`config.mk`:
```
export PLATFORM = sky130hd
export DESIGN_NAME = sysbus_arbiter
export DESIGN_NICKNAME = d
export VERILOG_FILES = /design/src/rtl/sysbus_arbiter.sv
export SDC_FILE = /design/constraint.sdc
export NUM_CORES = 1
export LEC_CHECK = 0
export ABC_AREA = 1
export CAP_MARGIN = 20
export CORE_ASPECT_RATIO = 0.5
export CORE_MARGIN = 10
export CORE_UTILIZATION = 37
export CTS_CLUSTER_DIAMETER = 150
export DETAILED_ROUTE_END_ITERATION = 8
export MAX_ROUTING_LAYER = met4
export PLACE_DENSITY = 0.87
export SETUP_SLACK_MARGIN = 0.02
export SLEW_MARGIN = 20
export SYNTH_ARGS = -nofsm -noshare
export SYNTH_HDL_FRONTEND = slang
export SYNTH_SLANG_ARGS = --single-unit
export TNS_END_PERCENT = 1
```
`constraint.sdc`:
```
create_clock -name clk -period 2.5 [get_ports clk]
set_input_delay 0.5 -clock clk [delete_from_list [all_inputs] [get_ports clk]]
set_output_delay 0.5 -clock clk [all_outputs]
set_load 0.05 [all_outputs]
```
`src/rtl/sysbus_arbiter.sv`:
```
// Two-requester (fetch / data memory) arbiter for the single Sysbus master port.
// Define SYSBUS_ARB_RR_EN for round-robin tie-breaking; otherwise data memory has fixed priority.
module sysbus_arbiter #(
    parameter int BUS_DATA_WIDTH = 64,
    parameter int BUS_TAG_WIDTH  = 13,
    parameter int BEATS          = 8
) (
    input  logic                      clk,
    input  logic                      reset,

    input  logic                      if_valid,
    input  logic [BUS_DATA_WIDTH-1:0] if_addr,
    input  logic [BUS_TAG_WIDTH-1:0]  if_tag,
    output logic                      if_accept,
    output logic                      if_rvalid,
    output logic                      if_rlast,

    input  logic                      dm_valid,
    input  logic [BUS_DATA_WIDTH-1:0] dm_addr,
    input  logic [BUS_TAG_WIDTH-1:0]  dm_tag,
    output logic                      dm_accept,
    output logic                      dm_rvalid,
    output logic                      dm_rlast,

    output logic [BUS_DATA_WIDTH-1:0] rdata,

    output logic                      bus_reqcyc,
    output logic [BUS_DATA_WIDTH-1:0] bus_req,
    output logic [BUS_TAG_WIDTH-1:0]  bus_reqtag,
    input  logic                      bus_reqack,
    input  logic                      bus_respcyc,
    input  logic [BUS_DATA_WIDTH-1:0] bus_resp,
    input  logic [BUS_TAG_WIDTH-1:0]  bus_resptag,
    output logic                      bus_respack
);

    localparam int CNT_W = $clog2(BEATS) + 1;

    typedef enum logic [1:0] {ST_IDLE, ST_REQ, ST_WAIT, ST_RESP} state_t;
    typedef enum logic [1:0] {OWN_NONE, OWN_IF, OWN_DM} owner_t;

    state_t                      state, state_nx;
    owner_t                      owner, owner_nx;
    logic [CNT_W-1:0]            beat_cnt, beat_cnt_nx;
    logic                        reqcyc_nx;
    logic [BUS_DATA_WIDTH-1:0]   req_nx;
    logic [BUS_TAG_WIDTH-1:0]    reqtag_nx;
    logic                        if_accept_nx, dm_accept_nx;
    logic                        pick_if, pick_dm;
    logic                        arb_open;
    logic                        fwd;
    logic                        last_beat;
`ifdef SYSBUS_ARB_RR_EN
    owner_t                      last_grant, last_grant_nx;
`endif

    // Routing uses the latched owner, so the response tag carries no information here.
    logic unused_resptag;
    assign unused_resptag = ^bus_resptag;

    always_comb begin
`ifdef SYSBUS_ARB_RR_EN
        pick_dm = dm_valid && (!if_valid || last_grant == OWN_IF);
`else
        pick_dm = dm_valid;
`endif
        pick_if = if_valid && !pick_dm;
    end

    // Response path is combinational from the bus, gated so nothing leaks out in IDLE/REQ or under reset.
    always_comb begin
        fwd         = !reset && (state == ST_WAIT || state == ST_RESP) && bus_respcyc;
        last_beat   = (beat_cnt == CNT_W'(BEATS - 1));
        if_rvalid   = fwd && (owner == OWN_IF);
        dm_rvalid   = fwd && (owner == OWN_DM);
        if_rlast    = if_rvalid && last_beat;
        dm_rlast    = dm_rvalid && last_beat;
        bus_respack = fwd;
        rdata       = fwd ? bus_resp : '0;
    end

    always_comb begin
        // NOTE: every next-state variable gets its hold value first so no path through the case infers a latch.
        state_nx     = state;
        owner_nx     = owner;
        beat_cnt_nx  = beat_cnt;
        reqcyc_nx    = bus_reqcyc;
        req_nx       = bus_req;
        reqtag_nx    = bus_reqtag;
        if_accept_nx = 1'b0;
        dm_accept_nx = 1'b0;
        arb_open     = 1'b0;
`ifdef SYSBUS_ARB_RR_EN
        last_grant_nx = last_grant;
`endif

        case (state)
            ST_IDLE: arb_open = 1'b1;

            ST_REQ: begin
                if (bus_reqack) begin
                    reqcyc_nx    = 1'b0;
                    req_nx       = '0;
                    reqtag_nx    = '0;
                    if_accept_nx = (owner == OWN_IF);
                    dm_accept_nx = (owner == OWN_DM);
                    state_nx     = ST_WAIT;
                end
            end

            ST_WAIT: begin
                if (bus_respcyc) begin
                    state_nx    = ST_RESP;
                    beat_cnt_nx = beat_cnt + CNT_W'(1);
                end
            end

            ST_RESP: begin
                if (bus_respcyc) begin
                    if (beat_cnt != CNT_W'(BEATS))
                        beat_cnt_nx = beat_cnt + CNT_W'(1);
                end else begin
                    state_nx    = ST_IDLE;
                    owner_nx    = OWN_NONE;
                    beat_cnt_nx = '0;
                    arb_open    = 1'b1;
                end
            end

            default: begin
                state_nx = ST_IDLE;
                owner_nx = OWN_NONE;
            end
        endcase

        // The burst-end cycle also arbitrates, so a waiting requester is granted without an idle bubble.
        if (arb_open && (pick_if || pick_dm)) begin
            state_nx  = ST_REQ;
            reqcyc_nx = 1'b1;
            owner_nx  = pick_dm ? OWN_DM : OWN_IF;
            req_nx    = pick_dm ? dm_addr : if_addr;
            reqtag_nx = pick_dm ? dm_tag : if_tag;
`ifdef SYSBUS_ARB_RR_EN
            last_grant_nx = pick_dm ? OWN_DM : OWN_IF;
`endif
        end
    end

    always_ff @(posedge clk) begin
        // NOTE: state registers use non-blocking assignments so every flop samples pre-edge values.
        if (reset) begin
            state      <= ST_IDLE;
            owner      <= OWN_NONE;
            beat_cnt   <= '0;
            bus_reqcyc <= 1'b0;
            bus_req    <= '0;
            bus_reqtag <= '0;
            if_accept  <= 1'b0;
            dm_accept  <= 1'b0;
`ifdef SYSBUS_ARB_RR_EN
            last_grant <= OWN_IF;
`endif
        end else begin
            state      <= state_nx;
            owner      <= owner_nx;
            beat_cnt   <= beat_cnt_nx;
            bus_reqcyc <= reqcyc_nx;
            bus_req    <= req_nx;
            bus_reqtag <= reqtag_nx;
            if_accept  <= if_accept_nx;
            dm_accept  <= dm_accept_nx;
`ifdef SYSBUS_ARB_RR_EN
            last_grant <= last_grant_nx;
`endif
        end
    end

endmodule

```
==> results.toml, run 1 <==
[routing]
routed_via_density = 5.01
ant_nets = 0
drc_errors = 0
detail_route.wl_per_cell_microns = 20.7
drt_iter0_drc = 449
num_vias = 6006
wl_met1_microns = 8310
drtPass1Iterations = 5
top_layer_used = "met4"
dr_wl_met3_microns = 1480
wl_met2_microns = 14100
drt_wl_total_microns = 24900

[clocking]
cts.clk_slew.worst_paths_ns = 0.07
cts_tree = "yes"
holdBufCountCts = 0
clkLatencyLatePin_ns = 0.34
root_buffer = "clkbuf_16"
cts.sinks = 88
clockBufferDepth = 2
cts_buffers = 9
cts_max_level = 3

[setup_path]
arrival_ns = 1.98
required_ns = 2.00
reg2reg_depth = 8
crit_type = "input pin to output pin"
r2r-start = "state[1]"
r2r_end = "bus_req[39]"
cp_max_fo = 8
end_kind = "output pin"
startpoint_type = "input pin"
rrSetupSlack_ns = 0.79

[sta]
rsz0062_at_grt = "yes"
hold_viol = 0
period_share = 0.993
clock-skew-final_ns = 0.00550
slew_violations = 0
fmax_mhz = 403
min_period_ns = 2.48
maxSlewHeadroom = 0.382
max_slew.worst_pin.slew_ns = 0.927
fin_tns_setup_ns = 0
finalSetupViolations = 0

[logic_synthesis]
syn_nets = 914
syn_avg_cell_area_sq_um = 7.61
synthCells = 669
ys_ff_latch = 88
ys_seq_area_frac = 0.346
synth_cell_types = 24
syn_area_sq_um = 5090
synth-warning-count = 0

[place]
port_buffers = 372
place.gp.congestion = 0.947
hpwl_microns = 19100
post-place-cells = 1177

[die]
io_pins = 386
die-area_sq_um = 19100
die_w_microns = 186
row_count = 30
fp.coreArea_sq_um = 13500
die_h_microns = 103
initial_core_util = 0.377

[layout]
area_delta_synth_final_pct = 98.5
num-nets-final = 1262
multi_input_area_sq_um = 2850
fill_cells = 907
regArea_sq_um = 1760
layout.cells.non_filler = 1199
drive_above_1_share = 0.258

[hold_path]
whs_path_depth = 2
min_to = "bus_reqcyc"
hp-class = "flip-flop to flip-flop"
hp-start = "bus_reqcyc"

[global_routing]
overflow = 0
grt_max_degree = 85
grt_pass1_wl_microns = 34700
grt_pass1_vias = 6204
grt.total_usage = 0.243
antenna_found_initial = 1

[run_status]
outcome = "finished clean"

[flow_run]
max-cap-violations = 0

[power]
power_density_nw_per_um2 = 977
total_leakage_power_nw = 4.05
peakVddDrop_mv = 1.08
-- worst max-delay path: stages --
cell and delay [ns]:
clkdlybuf4s50_1 0.65, nand3_2 0.27, clkbuf_16 0.25, nor2_2 0.15, buf_12 0.16
-- how the worst max path moves through the flow --
stage                            from        end  cells after the start
final                     bus_respcyc  rdata[54]                      5
after global routing      bus_respcyc  rdata[63]                      5
after CTS                    state[0]  rdata[31]                      8
after detailed placement  bus_respcyc  rdata[58]                      5
after global placement    bus_respcyc  rdata[43]                      5
after floorplan              state[0]   dm_rlast                      7
-- logic make-up (layout without fill, tap and decap cells) --
logic type	after synthesis	after routing	share of synthesized area
adders and majority gates	8	8	0.0197
AOI/OAI and AO/OA	87	87	0.0855
DFF	88	88	0.346
buffers and inverters	134	486	0.128
muxes	77	77	0.170
and+or+nand+nor	275	276	0.250
other	0	1	0
-- report_power, final --
part	switching [mW]	internal, mW	leakage (nW)
Combinational	4.04	2.25	3.18
Sequential	0.296	1.91	0.722
Clock	0.572	0.810	0.146
-- cells in the final DEF (no fill, tap or decap), drive strengths merged --
master,count
clkdlybuf4s50,301
nand2,105
dfxtp,88
nand3,86
a21oi,85
inv,84
buf,83
mux2,77
nor2,77
clkbuf,13
ha,8
nor4,4
nor3,3
clkinv,3
o21ai,2
diode,1
or2,1
bufinv,1
clkinvlp,1
-- cells in the mapped netlist --
cell type    n  area (sq um)
o21ai_0      2          10.0
or2_1        1          6.26
nor3_1       3          15.0
clkbuf_1    15          56.3
nand3_2     21           210
ha_1         8           100
inv_2        2          7.51
nor2_2       1          6.26
clkinv_2     1          5.00
dfxtp_1     88          1760
buf_4        3          22.5
nand2_4      1          11.3
buf_8        1          15.0
nand3_1     64           320
inv_1       81           304
nor2_1      76           285
nand2_2      2          12.5
buf_2       20           100
mux2_2      77           867
buf_6        9           101
buf_12       2          40.0
a21oi_1     85           425
nor4_1       4          25.0
nand2_1    102           383
-- layer usage --
layer	vias to the layer above	GRT usage
met1	2869	0.219
met5	-	-
met2	221	0.488
met4	0	0.0954
li1	2853	-
met3	63	0.0556
-- through the flow --
stage	utilization	power, mW	setup slack [ns]	instance area, sq um	hold slack, ns
detailed placement	0.706	8.36	0.0591	9540	0.464
CTS	0.734	9.80	-0.108	9920	0.475
global placement	0.706	8.18	0.153	9540	0.453
global route	0.748	10.3	-0.0395	10100	0.499
floorplan	-	6.31	-0.458	5090	0.457
finish	0.748	9.87	0.0170	10100	0.473
-- sequential cells by signal, summed over array words and instances, names as in the netlist --
signal	count
beat_cnt	4
bus_req	64
bus_reqcyc	1
bus_reqtag	13
dm_accept	1
if_accept	1
owner	2
state	2
-- area by class of cell --
cell class              instances  share of cell area
flip-flops and latches         88               0.174
clock buffers                  11              0.0240
repair buffers                386               0.460
diodes                          1            0.000248
clock inverters                 5             0.00632
inverters                      84              0.0313
multi-input cells             448               0.282
well taps                     176              0.0218
-- what timing repair did --
item	4_1_cts	5_1_grt
setup endpoints to repair	66	69
gates cloned	1	4
setup buffers	0	0
gates resized for setup	17	42
Power figures use the tool's default switching activity.
==> run 2, diff against run 1 <==
--- a/config.mk
+++ b/config.mk
@@ -11,6 +11,7 @@
 export CORE_MARGIN = 10
 export CORE_UTILIZATION = 37
 export CTS_CLUSTER_DIAMETER = 150
+export CTS_CLUSTER_SIZE = 40
 export DETAILED_ROUTE_END_ITERATION = 8
 export MAX_ROUTING_LAYER = met4
 export PLACE_DENSITY = 0.87
==> results of run 2 <==
The final DEF is identical to that of run 1; final timing and power are the same.
==> run 3, diff against run 2 <==
--- a/config.mk
+++ b/config.mk
@@ -7,14 +7,13 @@
 export LEC_CHECK = 0
 export ABC_AREA = 1
 export CAP_MARGIN = 20
-export CORE_ASPECT_RATIO = 0.5
-export CORE_MARGIN = 10
-export CORE_UTILIZATION = 37
+export CORE_AREA = 10 10 144 146
 export CTS_CLUSTER_DIAMETER = 150
 export CTS_CLUSTER_SIZE = 40
 export DETAILED_ROUTE_END_ITERATION = 8
+export DIE_AREA = 0 0 154 156
 export MAX_ROUTING_LAYER = met4
-export PLACE_DENSITY = 0.87
+export PLACE_DENSITY = 0.7
 export SETUP_SLACK_MARGIN = 0.02
 export SLEW_MARGIN = 20
 export SYNTH_ARGS = -nofsm -noshare
==> run 3 against run 2 <==
Net effect:
- global-route usage shrank 6.7 points
- core utilization decreased by 19 points
- non-clock buffer count is 1 lower
- sequential share of layout area grew 0.29 points
- cell count grew 4.2%
- sequential cell count did not move
- first-iteration DRC count shrank 58%
- critical path type is now flip-flop to output pin
- critical endpoint is now rdata[28]
- largest cell class unchanged
- largest power group unchanged
- highest routed layer unchanged
==> results.toml, run 3 (synthesized netlist as in run 1, its figures left out) <==
[clocking]
cts_buffers = 9
cts.clk_slew.worst_paths_ns = 0.06
cts_tree = "yes"
cts_max_level = 3
clkLatencyLatePin_ns = 0.34
root_buffer = "clkbuf_16"
cts.sinks = 88
clockBufferDepth = 2

[setup_path]
required_ns = 2.00
crit_type = "flip-flop to output pin"
startpoint_type = "flip-flop"
arrival_ns = 1.91
end_kind = "output pin"
cp_max_fo = 34
rrSetupSlack_ns = 0.65

[routing]
drt_wl_total_microns = 21800
num_vias = 5647
drc_errors = 0
drt_iter0_drc = 187
detail_route.wl_per_cell_microns = 17.5
ant_nets = 0
routed_via_density = 4.52
drtPass1Iterations = 5

[die]
initial_core_util = 0.285
io_pins = 386
die_h_microns = 156
row_count = 49
die_w_microns = 154
die-area_sq_um = 24000
fp.coreArea_sq_um = 17800

[global_routing]
grt_pass1_vias = 5609
use_met2 = 0.315
grt_pass1_wl_microns = 32600
grt.total_usage = 0.175
overflow = 0
grtUsageMet3 = 0.0587
antenna_found_initial = 0
busiest_layer = "met2"
grt_use_met1 = 0.178
grt_max_degree = 85

[sta]
slew_violations = 0
min_period_ns = 2.41
layout_setup_ws_ns = 0.0917
max_slew.worst_pin.slew_ns = 0.938
finalSetupViolations = 0
period_share = 0.963
clock-skew-final_ns = 0.00865
maxSlewHeadroom = 0.375
rsz0062_at_grt = "yes"
hold_viol = 0
fin_tns_setup_ns = 0
fmax_mhz = 415

[layout]
reg.largest.list = "bus_req (64), bus_reqtag (13), beat_cnt (4)"
fin_util = 0.558
area_delta_synth_final_pct = 95.5
n_antenna_cell = 0
drive_above_1_share = 0.212
final_common_cell = "clkdlybuf4s50_1"
top_register = "bus_req"
final_cell_mix = "301 x clkdlybuf4s50_1, 101 x nand2_1, 86 x dfxtp_1, 85 x a21oi_1, 80 x inv_1"
num-nets-final = 1260
largest_register_ffs = 64

[flow_run]
max-cap-violations = 0

[place]
place.gp.congestion = 0.813
port_buffers = 372
hpwl_microns = 17300
pre_cts_ws_ns = 0.0892

[run_status]
outcome = "finished clean"

[power]
power_density_nw_per_um2 = 950
peakVddDrop_mv = 0.709
total_leakage_power_nw = 4.03

[hold_path]
hp-class = "flip-flop to flip-flop"
## run 3: final timing paths
kind              startpoint          end  depth (start not counted)
hold reg to reg   bus_reqcyc   bus_reqcyc                          2
setup reg to reg    state[1]  bus_req[57]                          8
setup / recovery    state[0]    rdata[28]                          8
hold / removal    bus_reqcyc   bus_reqcyc                          2
## run 3: area by class of cell
class	count	area (sq um)
sequential	88	1760
multi-input combinational	447	2730
timing repair buffer	385	4580
tap	229	287
clock inverter	5	41.3
clock buffer	11	233
inverter	84	317
fill	1634	7890
## run 3: repair_timing
action	4_1_cts	5_1_grt
gates resized for setup	5	8
hold buffers	0	0
cloned	1	0
endpoints found under the setup margin	69	46
setup buffers	0	0
## run 3: metrics by stage
| stage | std cells | hold WS, ns | area (sq um) | total power, mW |
|---|---|---|---|---|
| floorplan | 669 | 0.457 | 5090 | 6.31 |
| finish | 1249 | 0.470 | 9950 | 9.46 |
| detailed placement | 1232 | 0.464 | 9600 | 8.25 |
| global route | 1249 | 0.477 | 9950 | 10.0 |
| CTS | 1249 | 0.468 | 9920 | 9.59 |
| global placement | 1232 | 0.452 | 9600 | 8.19 |
## run 3: worst max-delay path, cell delays in order (launching register included)
cell and delay [ns]:
dfxtp_2 0.35, inv_2 0.10, ha_2 0.22, nor2_2 0.06, inv_2 0.05, nand3_2 0.09, bufbuf_16 0.33, nor2_1 0.19
buf_12 0.17
## run 3: report_power, final
part	internal, mW	leakage, nW	switching [mW]
clock network	0.685	0.132	0.577
registers	1.91	0.722	0.292
logic	2.14	3.17	3.85
total	4.74	4.03	4.72
## run 3: per-layer routing
metal	wire length, microns	vias to the layer above	share of wire
met5	0	-	0
met4	346	0	0.016
met3	1690	21	0.077
met2	11500	219	0.53
met1	8270	2560	0.38
li1	-	2847	-
